[src/rtl/axi_fft_ram_bridge_pkg.sv]
// Shared types and encodings for the AXI4 FFT sample RAM bridge.
package axi_fft_bridge_pkg;

  typedef enum logic [1:0] {
    IDLE    = 2'd0,
    WR_DATA = 2'd1,
    WR_RESP = 2'd2,
    RD      = 2'd3
  } bridge_state_e;

  localparam logic [1:0] BURST_FIXED = 2'b00;
  localparam logic [1:0] BURST_INCR  = 2'b01;
  localparam logic [1:0] BURST_WRAP  = 2'b10;

  localparam logic [1:0] RESP_OKAY   = 2'b00;
  localparam logic [1:0] RESP_SLVERR = 2'b10;

endpackage

[src/rtl/axi_fft_ram_bridge_if.sv]
// AXI4 channels between host and FFT RAM bridge; slave modport is the bridge side.
interface axi_fft_ram_bridge_if #(
  parameter int DATA_WIDTH = 32,
  parameter int ADDR_WIDTH = 12,
  parameter int ID_WIDTH   = 2
);
  logic [ADDR_WIDTH-1:0]   i_AWADDR;
  logic [7:0]              i_AWLEN;
  logic [2:0]              i_AWSIZE;
  logic [1:0]              i_AWBURST;
  logic [ID_WIDTH-1:0]     i_AWID;
  logic                    i_AWVALID;
  logic                    o_AWREADY;

  logic [DATA_WIDTH-1:0]   i_WDATA;
  logic [DATA_WIDTH/8-1:0] i_WSTRB;
  logic                    i_WVALID;
  logic                    i_WLAST;
  logic                    o_WREADY;

  logic                    o_BVALID;
  logic [ID_WIDTH-1:0]     o_BID;
  logic [1:0]              o_BRESP;
  logic                    i_BREADY;

  logic [ADDR_WIDTH-1:0]   i_ARADDR;
  logic [7:0]              i_ARLEN;
  logic [2:0]              i_ARSIZE;
  logic [1:0]              i_ARBURST;
  logic [ID_WIDTH-1:0]     i_ARID;
  logic                    i_ARVALID;
  logic                    o_ARREADY;

  logic                    o_RVALID;
  logic                    o_RLAST;
  logic [DATA_WIDTH-1:0]   o_RDATA;
  logic [ID_WIDTH-1:0]     o_RID;
  logic [1:0]              o_RRESP;
  logic                    i_RREADY;

  modport slave (
    input  i_AWADDR, i_AWLEN, i_AWSIZE, i_AWBURST, i_AWID, i_AWVALID,
    output o_AWREADY,
    input  i_WDATA, i_WSTRB, i_WVALID, i_WLAST,
    output o_WREADY,
    output o_BVALID, o_BID, o_BRESP,
    input  i_BREADY,
    input  i_ARADDR, i_ARLEN, i_ARSIZE, i_ARBURST, i_ARID, i_ARVALID,
    output o_ARREADY,
    output o_RVALID, o_RLAST, o_RDATA, o_RID, o_RRESP,
    input  i_RREADY
  );

  modport master (
    output i_AWADDR, i_AWLEN, i_AWSIZE, i_AWBURST, i_AWID, i_AWVALID,
    input  o_AWREADY,
    output i_WDATA, i_WSTRB, i_WVALID, i_WLAST,
    input  o_WREADY,
    input  o_BVALID, o_BID, o_BRESP,
    output i_BREADY,
    output i_ARADDR, i_ARLEN, i_ARSIZE, i_ARBURST, i_ARID, i_ARVALID,
    input  o_ARREADY,
    input  o_RVALID, o_RLAST, o_RDATA, o_RID, o_RRESP,
    output i_RREADY
  );

endinterface

[src/rtl/axi_rd_skid.sv]
// Two-entry FIFO decoupling the 1-clk RAM read return from R-channel backpressure.
module axi_rd_skid #(
  parameter int DATA_WIDTH = 32
) (
  input  logic                  i_clk,
  input  logic                  i_rstn,
  input  logic                  i_push,
  input  logic [DATA_WIDTH-1:0] i_data,
  input  logic                  i_last,
  input  logic [1:0]            i_resp,
  input  logic                  i_pop,
  output logic                  o_valid,
  output logic [DATA_WIDTH-1:0] o_data,
  output logic                  o_last,
  output logic [1:0]            o_resp,
  output logic [1:0]            o_count
);

  typedef struct packed {
    logic [DATA_WIDTH-1:0] data;
    logic                  last;
    logic [1:0]            resp;
  } ent_t;

  ent_t [1:0] mem_q, mem_d;
  logic       rd_ptr_q, rd_ptr_d;
  logic       wr_ptr_q, wr_ptr_d;
  logic [1:0] cnt_q, cnt_d;
  logic       do_push, do_pop;
  ent_t       head;

  always_comb begin
    mem_d    = mem_q;
    rd_ptr_d = rd_ptr_q;
    wr_ptr_d = wr_ptr_q;
    do_pop   = i_pop && (cnt_q != 2'd0);
    do_push  = i_push && ((cnt_q != 2'd2) || do_pop);
    if (do_push) begin
      mem_d[wr_ptr_q] = '{data: i_data, last: i_last, resp: i_resp};
      wr_ptr_d        = ~wr_ptr_q;
    end
    if (do_pop) rd_ptr_d = ~rd_ptr_q;
    cnt_d = cnt_q + {1'b0, do_push} - {1'b0, do_pop};
  end

  always_ff @(posedge i_clk) begin
    if (!i_rstn) begin
      mem_q    <= '0;
      rd_ptr_q <= 1'b0;
      wr_ptr_q <= 1'b0;
      cnt_q    <= 2'd0;
    end else begin
      mem_q    <= mem_d;
      rd_ptr_q <= rd_ptr_d;
      wr_ptr_q <= wr_ptr_d;
      cnt_q    <= cnt_d;
    end
  end

  assign head    = mem_q[rd_ptr_q];
  assign o_valid = (cnt_q != 2'd0);
  assign o_data  = head.data;
  assign o_last  = head.last;
  assign o_resp  = head.resp;
  assign o_count = cnt_q;

endmodule

[src/rtl/axi_fft_ram_bridge.sv]
// AXI4 slave loading FFT samples into RAM and streaming results back after i_CALC_END.
// Optional FFT_BRIDGE_RANGE_CHECK_EN: beats at index >= i_SAMPLES_NUMBER skip the RAM and answer SLVERR.
module axi_fft_ram_bridge
  import axi_fft_bridge_pkg::*;
#(
  parameter int DATA_WIDTH = 32,
  parameter int ADDR_WIDTH = 12,
  parameter int IDX_WIDTH  = 10,
  parameter int ID_WIDTH   = 2
) (
  input  logic                    i_clk,
  input  logic                    i_rstn,
  axi_fft_ram_bridge_if.slave     axi,
  input  logic                    i_CALC_END,
  input  logic [IDX_WIDTH:0]      i_SAMPLES_NUMBER,
  output logic                    o_DATA_LOADED,
  output logic                    o_WRITE_ram,
  output logic                    o_READ_ram,
  output logic [IDX_WIDTH-1:0]    o_SAMPLE_INDEX_ram,
  output logic [DATA_WIDTH-1:0]   o_SAMPLE_ram,
  output logic [DATA_WIDTH/8-1:0] o_WSTRB_ram,
  input  logic [DATA_WIDTH-1:0]   i_DATA_FROM_RAM
);

  localparam int         SHIFT   = $clog2(DATA_WIDTH / 8);
  localparam logic [2:0] SIZE_OK = 3'(SHIFT);

  bridge_state_e         state_q, state_d;
  logic                  calc_done_q, calc_done_d;
  logic [ID_WIDTH-1:0]   id_q, id_d;
  logic [IDX_WIDTH-1:0]  idx_q, idx_d;
  logic [7:0]            len_q, len_d;
  logic                  fixed_q, fixed_d;
  logic                  err_q, err_d;
  logic [7:0]            beat_cnt_q, beat_cnt_d;
  logic [8:0]            issued_q, issued_d;
  // One RAM read in flight: its data is on i_DATA_FROM_RAM in the following cycle.
  logic                  infl_q, infl_d;
  logic                  infl_last_q, infl_last_d;
  logic                  infl_err_q, infl_err_d;

  logic                  cur_oor, beat_err, last_beat, wlast_bad;
  logic [2:0]            occ;
  logic                  skid_pop, skid_valid, skid_last;
  logic [DATA_WIDTH-1:0] skid_data, push_data;
  logic [1:0]            skid_resp, skid_cnt, push_resp;

`ifdef FFT_BRIDGE_RANGE_CHECK_EN
  assign cur_oor = ({1'b0, idx_q} >= i_SAMPLES_NUMBER);
`else
  logic unused_samples;
  assign cur_oor        = 1'b0;
  assign unused_samples = ^i_SAMPLES_NUMBER;
`endif

  assign push_data = infl_err_q ? '0 : i_DATA_FROM_RAM;
  assign push_resp = infl_err_q ? RESP_SLVERR : RESP_OKAY;

  axi_rd_skid #(.DATA_WIDTH(DATA_WIDTH)) u_skid (
    .i_clk   (i_clk),
    .i_rstn  (i_rstn),
    .i_push  (infl_q),
    .i_data  (push_data),
    .i_last  (infl_last_q),
    .i_resp  (push_resp),
    .i_pop   (skid_pop),
    .o_valid (skid_valid),
    .o_data  (skid_data),
    .o_last  (skid_last),
    .o_resp  (skid_resp),
    .o_count (skid_cnt)
  );

  always_comb begin
    state_d     = state_q;
    calc_done_d = calc_done_q | i_CALC_END;
    id_d        = id_q;
    idx_d       = idx_q;
    len_d       = len_q;
    fixed_d     = fixed_q;
    err_d       = err_q;
    beat_cnt_d  = beat_cnt_q;
    issued_d    = issued_q;
    infl_d      = 1'b0;
    infl_last_d = 1'b0;
    infl_err_d  = 1'b0;
    beat_err    = err_q | cur_oor;
    last_beat   = (beat_cnt_q == len_q);
    wlast_bad   = 1'b0;
    occ         = 3'd0;
    skid_pop    = 1'b0;

    axi.o_AWREADY      = 1'b0;
    axi.o_ARREADY      = 1'b0;
    axi.o_WREADY       = 1'b0;
    axi.o_BVALID       = 1'b0;
    axi.o_BRESP        = RESP_OKAY;
    o_DATA_LOADED      = 1'b0;
    o_WRITE_ram        = 1'b0;
    o_READ_ram         = 1'b0;
    o_SAMPLE_INDEX_ram = '0;
    o_SAMPLE_ram       = '0;
    o_WSTRB_ram        = '0;

    unique case (state_q)
      IDLE: begin
        axi.o_AWREADY = 1'b1;
        axi.o_ARREADY = calc_done_q & ~axi.i_AWVALID;
        if (axi.i_AWVALID) begin
          id_d       = axi.i_AWID;
          idx_d      = IDX_WIDTH'(axi.i_AWADDR >> SHIFT);
          len_d      = axi.i_AWLEN;
          fixed_d    = (axi.i_AWBURST == BURST_FIXED);
          err_d      = (axi.i_AWBURST == BURST_WRAP) || (axi.i_AWSIZE != SIZE_OK);
          beat_cnt_d = 8'd0;
          state_d    = WR_DATA;
        end else if (axi.i_ARVALID && calc_done_q) begin
          id_d     = axi.i_ARID;
          idx_d    = IDX_WIDTH'(axi.i_ARADDR >> SHIFT);
          len_d    = axi.i_ARLEN;
          fixed_d  = (axi.i_ARBURST == BURST_FIXED);
          err_d    = (axi.i_ARBURST == BURST_WRAP) || (axi.i_ARSIZE != SIZE_OK);
          issued_d = 9'd0;
          state_d  = RD;
        end
      end

      WR_DATA: begin
        axi.o_WREADY = 1'b1;
        if (axi.i_WVALID) begin
          o_SAMPLE_INDEX_ram = idx_q;
          o_SAMPLE_ram       = axi.i_WDATA;
          o_WSTRB_ram        = axi.i_WSTRB;
          o_WRITE_ram        = ~beat_err;
          // Early or missing WLAST poisons the response; the beat count still decides where the burst ends.
          wlast_bad  = (axi.i_WLAST != last_beat);
          err_d      = beat_err | wlast_bad;
          beat_cnt_d = beat_cnt_q + 8'd1;
          if (!fixed_q) idx_d = idx_q + 1'b1;
          if (last_beat) begin
            state_d       = WR_RESP;
            o_DATA_LOADED = ~(beat_err | wlast_bad);
            if (!(beat_err | wlast_bad)) calc_done_d = i_CALC_END;
          end
        end
      end

      WR_RESP: begin
        axi.o_BVALID = 1'b1;
        axi.o_BRESP  = err_q ? RESP_SLVERR : RESP_OKAY;
        if (axi.i_BREADY) state_d = IDLE;
      end

      RD: begin
        skid_pop = skid_valid & axi.i_RREADY;
        // Slots already claimed after this cycle's pop; keeps the skid from ever overflowing.
        occ = {1'b0, skid_cnt} + {2'b0, infl_q} - {2'b0, skid_pop};
        if ((issued_q <= {1'b0, len_q}) && (occ < 3'd2)) begin
          infl_d             = 1'b1;
          infl_last_d        = (issued_q[7:0] == len_q);
          infl_err_d         = beat_err;
          o_READ_ram         = ~beat_err;
          o_SAMPLE_INDEX_ram = idx_q;
          issued_d           = issued_q + 9'd1;
          if (!fixed_q) idx_d = idx_q + 1'b1;
        end
        if (skid_pop && skid_last) state_d = IDLE;
      end

      default: state_d = IDLE;
    endcase

    axi.o_RVALID = skid_valid;
    axi.o_RLAST  = skid_valid & skid_last;
    axi.o_RDATA  = skid_valid ? skid_data : '0;
    axi.o_RRESP  = skid_valid ? skid_resp : RESP_OKAY;
    axi.o_RID    = id_q;
    axi.o_BID    = id_q;

    // Hold every output quiet while reset is asserted, even before the clearing edge.
    if (!i_rstn) begin
      axi.o_AWREADY      = 1'b0;
      axi.o_ARREADY      = 1'b0;
      axi.o_WREADY       = 1'b0;
      axi.o_BVALID       = 1'b0;
      axi.o_BRESP        = RESP_OKAY;
      axi.o_RVALID       = 1'b0;
      axi.o_RLAST        = 1'b0;
      axi.o_RDATA        = '0;
      axi.o_RRESP        = RESP_OKAY;
      axi.o_RID          = '0;
      axi.o_BID          = '0;
      o_DATA_LOADED      = 1'b0;
      o_WRITE_ram        = 1'b0;
      o_READ_ram         = 1'b0;
      o_SAMPLE_INDEX_ram = '0;
      o_SAMPLE_ram       = '0;
      o_WSTRB_ram        = '0;
    end
  end

  always_ff @(posedge i_clk) begin
    if (!i_rstn) begin
      state_q     <= IDLE;
      calc_done_q <= 1'b0;
      id_q        <= '0;
      idx_q       <= '0;
      len_q       <= 8'd0;
      fixed_q     <= 1'b0;
      err_q       <= 1'b0;
      beat_cnt_q  <= 8'd0;
      issued_q    <= 9'd0;
      infl_q      <= 1'b0;
      infl_last_q <= 1'b0;
      infl_err_q  <= 1'b0;
    end else begin
      state_q     <= state_d;
      calc_done_q <= calc_done_d;
      id_q        <= id_d;
      idx_q       <= idx_d;
      len_q       <= len_d;
      fixed_q     <= fixed_d;
      err_q       <= err_d;
      beat_cnt_q  <= beat_cnt_d;
      issued_q    <= issued_d;
      infl_q      <= infl_d;
      infl_last_q <= infl_last_d;
      infl_err_q  <= infl_err_d;
    end
  end

endmodule

[src/flat_wrapper.sv]
// flat-port wrapper written by rule: the top's interface ports become plain ports
module axi_fft_ram_bridge_flat import axi_fft_bridge_pkg::*;
#(
  parameter int DATA_WIDTH = 32,
  parameter int ADDR_WIDTH = 12,
  parameter int IDX_WIDTH  = 10,
  parameter int ID_WIDTH   = 2
)
  (i_clk, i_rstn, i_CALC_END, i_SAMPLES_NUMBER, o_DATA_LOADED, o_WRITE_ram, o_READ_ram, o_SAMPLE_INDEX_ram, o_SAMPLE_ram, o_WSTRB_ram, i_DATA_FROM_RAM, axi_i_AWADDR, axi_i_AWLEN, axi_i_AWSIZE, axi_i_AWBURST, axi_i_AWID, axi_i_AWVALID, axi_o_AWREADY, axi_i_WDATA, axi_i_WSTRB, axi_i_WVALID, axi_i_WLAST, axi_o_WREADY, axi_o_BVALID, axi_o_BID, axi_o_BRESP, axi_i_BREADY, axi_i_ARADDR, axi_i_ARLEN, axi_i_ARSIZE, axi_i_ARBURST, axi_i_ARID, axi_i_ARVALID, axi_o_ARREADY, axi_o_RVALID, axi_o_RLAST, axi_o_RDATA, axi_o_RID, axi_o_RRESP, axi_i_RREADY);
  axi_fft_ram_bridge_if #(.DATA_WIDTH(DATA_WIDTH), .ADDR_WIDTH(ADDR_WIDTH), .ID_WIDTH(ID_WIDTH)) axi_i ();
  input  logic i_clk;
  input  logic i_rstn;
  input  logic i_CALC_END;
  input  logic [IDX_WIDTH:0] i_SAMPLES_NUMBER;
  output logic o_DATA_LOADED;
  output logic o_WRITE_ram;
  output logic o_READ_ram;
  output logic [IDX_WIDTH-1:0] o_SAMPLE_INDEX_ram;
  output logic [DATA_WIDTH-1:0] o_SAMPLE_ram;
  output logic [DATA_WIDTH/8-1:0] o_WSTRB_ram;
  input  logic [DATA_WIDTH-1:0] i_DATA_FROM_RAM;
  input wire logic [$bits(axi_i.i_AWADDR)-1:0] axi_i_AWADDR;
  input wire logic [$bits(axi_i.i_AWLEN)-1:0] axi_i_AWLEN;
  input wire logic [$bits(axi_i.i_AWSIZE)-1:0] axi_i_AWSIZE;
  input wire logic [$bits(axi_i.i_AWBURST)-1:0] axi_i_AWBURST;
  input wire logic [$bits(axi_i.i_AWID)-1:0] axi_i_AWID;
  input wire logic [$bits(axi_i.i_AWVALID)-1:0] axi_i_AWVALID;
  output wire logic [$bits(axi_i.o_AWREADY)-1:0] axi_o_AWREADY;
  input wire logic [$bits(axi_i.i_WDATA)-1:0] axi_i_WDATA;
  input wire logic [$bits(axi_i.i_WSTRB)-1:0] axi_i_WSTRB;
  input wire logic [$bits(axi_i.i_WVALID)-1:0] axi_i_WVALID;
  input wire logic [$bits(axi_i.i_WLAST)-1:0] axi_i_WLAST;
  output wire logic [$bits(axi_i.o_WREADY)-1:0] axi_o_WREADY;
  output wire logic [$bits(axi_i.o_BVALID)-1:0] axi_o_BVALID;
  output wire logic [$bits(axi_i.o_BID)-1:0] axi_o_BID;
  output wire logic [$bits(axi_i.o_BRESP)-1:0] axi_o_BRESP;
  input wire logic [$bits(axi_i.i_BREADY)-1:0] axi_i_BREADY;
  input wire logic [$bits(axi_i.i_ARADDR)-1:0] axi_i_ARADDR;
  input wire logic [$bits(axi_i.i_ARLEN)-1:0] axi_i_ARLEN;
  input wire logic [$bits(axi_i.i_ARSIZE)-1:0] axi_i_ARSIZE;
  input wire logic [$bits(axi_i.i_ARBURST)-1:0] axi_i_ARBURST;
  input wire logic [$bits(axi_i.i_ARID)-1:0] axi_i_ARID;
  input wire logic [$bits(axi_i.i_ARVALID)-1:0] axi_i_ARVALID;
  output wire logic [$bits(axi_i.o_ARREADY)-1:0] axi_o_ARREADY;
  output wire logic [$bits(axi_i.o_RVALID)-1:0] axi_o_RVALID;
  output wire logic [$bits(axi_i.o_RLAST)-1:0] axi_o_RLAST;
  output wire logic [$bits(axi_i.o_RDATA)-1:0] axi_o_RDATA;
  output wire logic [$bits(axi_i.o_RID)-1:0] axi_o_RID;
  output wire logic [$bits(axi_i.o_RRESP)-1:0] axi_o_RRESP;
  input wire logic [$bits(axi_i.i_RREADY)-1:0] axi_i_RREADY;
  assign axi_i.i_AWADDR = axi_i_AWADDR;
  assign axi_i.i_AWLEN = axi_i_AWLEN;
  assign axi_i.i_AWSIZE = axi_i_AWSIZE;
  assign axi_i.i_AWBURST = axi_i_AWBURST;
  assign axi_i.i_AWID = axi_i_AWID;
  assign axi_i.i_AWVALID = axi_i_AWVALID;
  assign axi_o_AWREADY = axi_i.o_AWREADY;
  assign axi_i.i_WDATA = axi_i_WDATA;
  assign axi_i.i_WSTRB = axi_i_WSTRB;
  assign axi_i.i_WVALID = axi_i_WVALID;
  assign axi_i.i_WLAST = axi_i_WLAST;
  assign axi_o_WREADY = axi_i.o_WREADY;
  assign axi_o_BVALID = axi_i.o_BVALID;
  assign axi_o_BID = axi_i.o_BID;
  assign axi_o_BRESP = axi_i.o_BRESP;
  assign axi_i.i_BREADY = axi_i_BREADY;
  assign axi_i.i_ARADDR = axi_i_ARADDR;
  assign axi_i.i_ARLEN = axi_i_ARLEN;
  assign axi_i.i_ARSIZE = axi_i_ARSIZE;
  assign axi_i.i_ARBURST = axi_i_ARBURST;
  assign axi_i.i_ARID = axi_i_ARID;
  assign axi_i.i_ARVALID = axi_i_ARVALID;
  assign axi_o_ARREADY = axi_i.o_ARREADY;
  assign axi_o_RVALID = axi_i.o_RVALID;
  assign axi_o_RLAST = axi_i.o_RLAST;
  assign axi_o_RDATA = axi_i.o_RDATA;
  assign axi_o_RID = axi_i.o_RID;
  assign axi_o_RRESP = axi_i.o_RRESP;
  assign axi_i.i_RREADY = axi_i_RREADY;
  axi_fft_ram_bridge #(.DATA_WIDTH(DATA_WIDTH), .ADDR_WIDTH(ADDR_WIDTH), .IDX_WIDTH(IDX_WIDTH), .ID_WIDTH(ID_WIDTH)) u_core (.i_clk(i_clk), .i_rstn(i_rstn), .axi(axi_i), .i_CALC_END(i_CALC_END), .i_SAMPLES_NUMBER(i_SAMPLES_NUMBER), .o_DATA_LOADED(o_DATA_LOADED), .o_WRITE_ram(o_WRITE_ram), .o_READ_ram(o_READ_ram), .o_SAMPLE_INDEX_ram(o_SAMPLE_INDEX_ram), .o_SAMPLE_ram(o_SAMPLE_ram), .o_WSTRB_ram(o_WSTRB_ram), .i_DATA_FROM_RAM(i_DATA_FROM_RAM));
endmodule
[config.mk]
export PLATFORM = sky130hd
export DESIGN_NAME = axi_fft_ram_bridge_flat
export DESIGN_NICKNAME = d
export VERILOG_FILES = /design/src/rtl/axi_fft_ram_bridge_pkg.sv /design/src/rtl/axi_fft_ram_bridge_if.sv /design/src/rtl/axi_rd_skid.sv /design/src/rtl/axi_fft_ram_bridge.sv /design/src/flat_wrapper.sv
export SDC_FILE = /design/constraint.sdc
export NUM_CORES = 1
export LEC_CHECK = 0
export ABC_AREA = 0
export ABC_CLOCK_PERIOD_IN_PS = 9600
export BUFFER_PORTS_ARGS = -buffer_cell sky130_fd_sc_hd__buf_2
export CAP_MARGIN = 5
export CORE_MARGIN = 2
export CORE_UTILIZATION = 35
export CTS_CLUSTER_SIZE = 10
export DETAILED_ROUTE_END_ITERATION = 6
export GPL_TIMING_DRIVEN = 0
export PLACE_DENSITY_LB_ADDON = 0.1
export SETUP_SLACK_MARGIN = 0.02
export SLEW_MARGIN = 0
export SYNTH_ARGS = -nofsm -noshare
export SYNTH_HDL_FRONTEND = slang
export SYNTH_SLANG_ARGS = --single-unit
[constraint.sdc]
create_clock -name i_clk -period 9.6 [get_ports i_clk]
set_input_delay 1.92 -clock i_clk [delete_from_list [all_inputs] [get_ports i_clk]]
set_output_delay 1.92 -clock i_clk [all_outputs]
set_load 0.005 [all_outputs]
# Word level (Yosys, flattened, before mapping)
# Index checks and enable logic that the tools add are counted.
# totals
ff_bits	119
latch_bits	0
n_memories	0
word_cells	169
ramBits	0
mem_bits_ro	0
# classes
n_div	0
n_mux	81
bitwise_logic	10
n_shift	0
magnitude_cmp	5
n_reduce_logical	25
n_addsub	7
eq_ne	20
mul	0
# ops
cell	count
2-to-1 mux 32 bit	6
2-to-1 mux 35 bit	3
2-to-1 mux 10 bit	8
bitwise mux 70 bit	1
demux 35 bit (select 1 bit)	1
2-to-1 mux 8 bit	4
2-to-1 mux 1 bit	31
2-to-1 mux 2 bit	15
one-hot mux 10 bit (3 select lines)	1
2-to-1 mux 9 bit	3
one-hot mux 10 bit (2 select lines)	1
one-hot mux 9 bit (2 select lines)	1
equality test 8 bit	2
one-hot mux 8 bit (2 select lines)	1
2-to-1 mux 4 bit	3
adder 10 x 1 -> 10 bit, second input constant	1
!= test 2 bit, second input constant	5
adder 9 x 1 -> 9 bit, second input constant	1
<= comparator 9 x 8 -> 1 bit	1
!= test 3 x 2 -> 1 bit, second input constant	3
AND reduction 3 bit	3
adder 8 x 1 -> 8 bit, second input constant	1
equality test 2 bit, second input constant	4
!= test 2 x 1 -> 1 bit, second input constant	4
22 further kinds	44

# Longest topological paths before layout
# logic_depth
word_depth	8
ltp_mapped	11

# By module
# Synthesis repeated with hierarchy kept, for this count alone.
# hier_totals
cells_unflattened	805
hier_area_um2	6912.9
# modules_own_cells
mod	instances	area_each_um2	cells_each
axi_fft_ram_bridge	1	3658.5	480
axi_rd_skid	1	3254.4	325

# Worst setup path after synthesis
# No wires, ideal clock.
# synth_timing
kind	input-to-output
from	input axi_i_RREADY
to	output o_SAMPLE_INDEX_ram[7]
t_arrival_ps	3964
cell_stages	10
path_slack_ps	3716
path_buffers	0
path_cell_list	o21ai_0 > inv_1 > ha_1 > nand2b_1 > fa_1 > xor2_1 > nor4b_1 > o21a_1 > a21oi_2 > nor3_1
# synth_via
elab_chain_cells	7
# synth_rtl
element	line	rtl
start: declaration	flat_wrapper.sv:50	input wire logic [$bits(axi_i.i_RREADY)-1:0] axi_i_RREADY;
AND 1 bit	axi_fft_ram_bridge.sv:155	skid_pop = skid_valid & axi.i_RREADY;
subtractor 3 x 1 -> 3 bit	axi_fft_ram_bridge.sv:157	occ = {1'b0, skid_cnt} + {2'b0, infl_q} - {2'b0, skid_pop};
< comparator 3 x 2 -> 1 bit	axi_fft_ram_bridge.sv:158	if ((issued_q <= {1'b0, len_q}) && (occ < 3'd2)) begin
logical AND 1 bit	axi_fft_ram_bridge.sv:158	
2-to-1 mux 10 bit	axi_fft_ram_bridge.sv:158	
one-hot mux 10 bit (2 select lines)	axi_fft_ram_bridge.sv:105	unique case (state_q)
2-to-1 mux 10 bit	axi_fft_ram_bridge.sv:181	if (!i_rstn) begin
end: declaration	flat_wrapper.sv:18	output logic [IDX_WIDTH-1:0] o_SAMPLE_INDEX_ram;
# No other way between the ends.

# Worst setup path after layout
# Same ends and word-level chain as after synthesis.

==> impl_metrics.toml <==
[run_status]
status = "finished, final reports clean"

[placement]
detailed_place_hpwl_um = 14800
portBuffers = 219
place_congestion = 0.799

[floorplanning]
fp.dieW_um = 139
die_h_um = 139
core_region_area_um2 = 18000
num_rows = 49
ios = 237
start_util = 0.356
die-area_um2 = 19400

[power_and_ir_drop]
peakVddDrop_mv = 0.135
leakage_uw = 0.00356
p_per_area_nw_per_um2 = 169
p_total_uw = 1420

[sta]
setup_viol = 0
worst_pin_slew_ns = 0.744
fin_skew_ns = 0.00618
timing.final.crit_share = 0.679
fmax_ghz = 0.153
period_needed_ns = 6.52
drv_slew = 0
tns_ns = 0
grt_setup_unrepaired = "false"
max_slew_margin = 0.504
finalHoldViolCount = 0

[global_routing]
antenna_found_initial = 0
grt_usage = 0.202
overflow = 0
grt_pass1_wl_um = 31700
grt_pass1_vias = 6229
grt_max_degree = 17

[detailed_routing]
wl_met3_um = 1140
wirelength_um = 19800
viasPerCell = 4.93
initialDrtViolationCount = 262
dr.pass1.iters = 5
drc = 0
post_drt_wl_per_cell_um = 15.0
routed.top_layer = "met4"
vias = 6496
wl_met1_um = 9180
wl_met2_um = 9180
antenna_left = 0

[logic_synthesis]
ys.flop_type = "dfxtp_1"
async_flop_share = 0
yosysWarnings = 0
synth_edf_count = 0
syn-cell-area_um2 = 6400
ys_types = 59
syn_avg_cell_area_um2 = 7.65
ys_ff_latch = 117
syn_inst = 837
synth-seq-area-share = 0.366

[cts]
insertion_delay_ns = 0.42
postCtsSetupBuffers = 0
cts.htree.levels = 4
cts.clk_slew.worst_paths_ns = 0.05
cts_tree = "yes"
cts_resized = 0
cts_buffers = 17
cts.sinks = 117
cts-root-buf = "clkbuf_16"
hold_buffers = 0
clock_path_buffers = 2

[flow_run]
drv_cap = 0

[worst_setup_path]
r2r_end = "u_core.issued_q[3]"
crit_fanout = 10
setup.worst_path.end_class = "output port"
regToRegSetupSlack_ns = 6.31
worstRegToRegCells = 11
worstPathRequired_ns = 7.68
start_kind = "input port"
crit_type = "in -> out"
cp.arrival_ns = 4.60
r2r_start = "u_core.u_skid.o_count[1]"

[cells_and_area]
diodes = 0
layout.nets = 1233
drive_above_1_share = 0.261
syn_to_final_growth_pct = 31.4
final_util = 0.468
num-fill-cells = 1839

[min_path]
min_delay_path_depth = 2
hold_class = "reg -> reg"
hold_end = "u_core.u_skid.mem_q[55]"
worstHoldStart = "u_core.u_skid.mem_q[55]"
-- Yosys cell counts, types with 3 or more instances --
master	number	area (um^2)
a211oi_1	12	90.1
a21oi_1	86	430
a31oi_1	3	18.8
and2_1	42	263
and3_1	4	25.0
buf_2	12	60.1
buf_4	4	30.0
clkbuf_1	37	139
dfxtp_1	117	2340
ha_1	14	175
inv_1	24	90.1
mux2_2	6	67.6
mux2i_1	51	510
nand2_1	165	619
nand2b_1	7	43.8
nand3_1	21	105
nand3b_1	3	22.5
nand4_1	6	37.5
nor2_1	82	308
nor2b_1	34	213
nor3_1	11	55.1
nor4_1	3	18.8
o211ai_1	7	52.6
o21ai_0	17	85.1
o31ai_1	4	30.0
o32ai_1	6	52.6
or4_1	4	30.0
xnor2_1	4	35.0
xor2_1	15	131
-- through the flow --
stage,hold WS (ns),worst slack (ns),cell area [um^2],std cells
after floorplan,0.432,3.72,6400,838
after global placement,0.442,3.09,7790,1286
after detailed placement,0.446,3.06,7790,1286
after CTS,0.454,3.05,8410,1317
after global routing,0.464,2.79,8410,1317
final,0.453,3.08,8410,1317
-- where the power goes --
part	internal, uW	total [uW]	switching (uW)
combinational	90.6	218	127
sequential	509	533	23.8
clock	440	668	228
-- cells in the final DEF (no fill, tap or decap), drive strengths merged, types with 4 or more instances in the layout --
cell type and count:
buf 236, nor3 11, and2 42, mux2 6, xnor2 4, clkinv 4, o31ai 4, nand2 165
dfxtp 117, o32ai 6, o211ai 7, clkbuf 57, nor2 83, xor2 15, nand3 21, a211oi 12
o21ai 21, bufinv 4, mux2i 51, a21oi 88, inv 25, nand4 6, nand2b 7, and3 5
or4 4, ha 14, nor2b 34
-- flip-flops by register name, indices dropped and copies added, names as in the netlist, 2 cells and up --
signal / count
u_core.state_q: 2
u_core.beat_cnt_q: 8
u_core.id_q: 2
u_core.issued_q: 9
u_core.u_skid.mem_q: 68
u_core.u_skid.o_count: 2
u_core.len_q: 8
u_core.idx_q: 10
-- cells by family (layout without fill, tap and decap cells) --
family | Yosys count | after routing | synth area share
muxes | 57 | 57 | 0.0903
AOI/OAI and AO/OA | 155 | 155 | 0.147
xor gates and xnor gates | 19 | 19 | 0.0260
adders and majority gates | 15 | 15 | 0.0305
other | 1 | 2 | 0.000586
and+or+nand+nor | 394 | 394 | 0.289
buffers and inverters | 79 | 329 | 0.0512
DFF | 117 | 117 | 0.366
-- final cells by class --
| class | instances | area, um^2 | area share |
|---|---|---|---|
| buffer | 55 | 238 | 0.0283 |
| clock buffer | 19 | 443 | 0.0527 |
| clock inverter | 12 | 179 | 0.0213 |
| inverter | 24 | 90.1 | 0.0107 |
| multi-input combinational | 642 | 3730 | 0.444 |
| sequential | 117 | 2340 | 0.279 |
| tap | 229 | 287 | 0.0341 |
| timing repair buffer | 219 | 1100 | 0.130 |
-- layer usage --
metal | vias up | global-route usage
met2 | 208 | 0.334
met1 | 2958 | 0.269
li1 | 3308 | -
met4 | 0 | 0.0579
met5 | - | 0
met3 | 22 | 0.0389
-- critical path, stage by stage --
cell      delay (ns)
buf_2           0.13
o21ai_0         0.18
inv_1           0.09
ha_1            0.27
nand2b_1        0.15
fa_1            0.38
xor2_1          0.18
nor4b_1         0.41
o21a_1          0.37
a21oi_2         0.18
nor3_1          0.19
buf_2           0.16
-- how the worst max path moves through the flow --
stage | start | end | slack, ns
after floorplan | axi_i_RREADY | o_SAMPLE_INDEX_ram[7] | 3.72
after global placement | axi_i_RREADY | o_SAMPLE_INDEX_ram[7] | 3.09
after detailed placement | axi_i_RREADY | o_SAMPLE_INDEX_ram[7] | 3.06
after CTS | axi_i_RREADY | o_SAMPLE_INDEX_ram[7] | 3.05
after global routing | axi_i_RREADY | o_SAMPLE_INDEX_ram[7] | 2.79
final | axi_i_RREADY | o_SAMPLE_INDEX_ram[7] | 3.08
No activity file was read; power rests on OpenSTA's default activity.
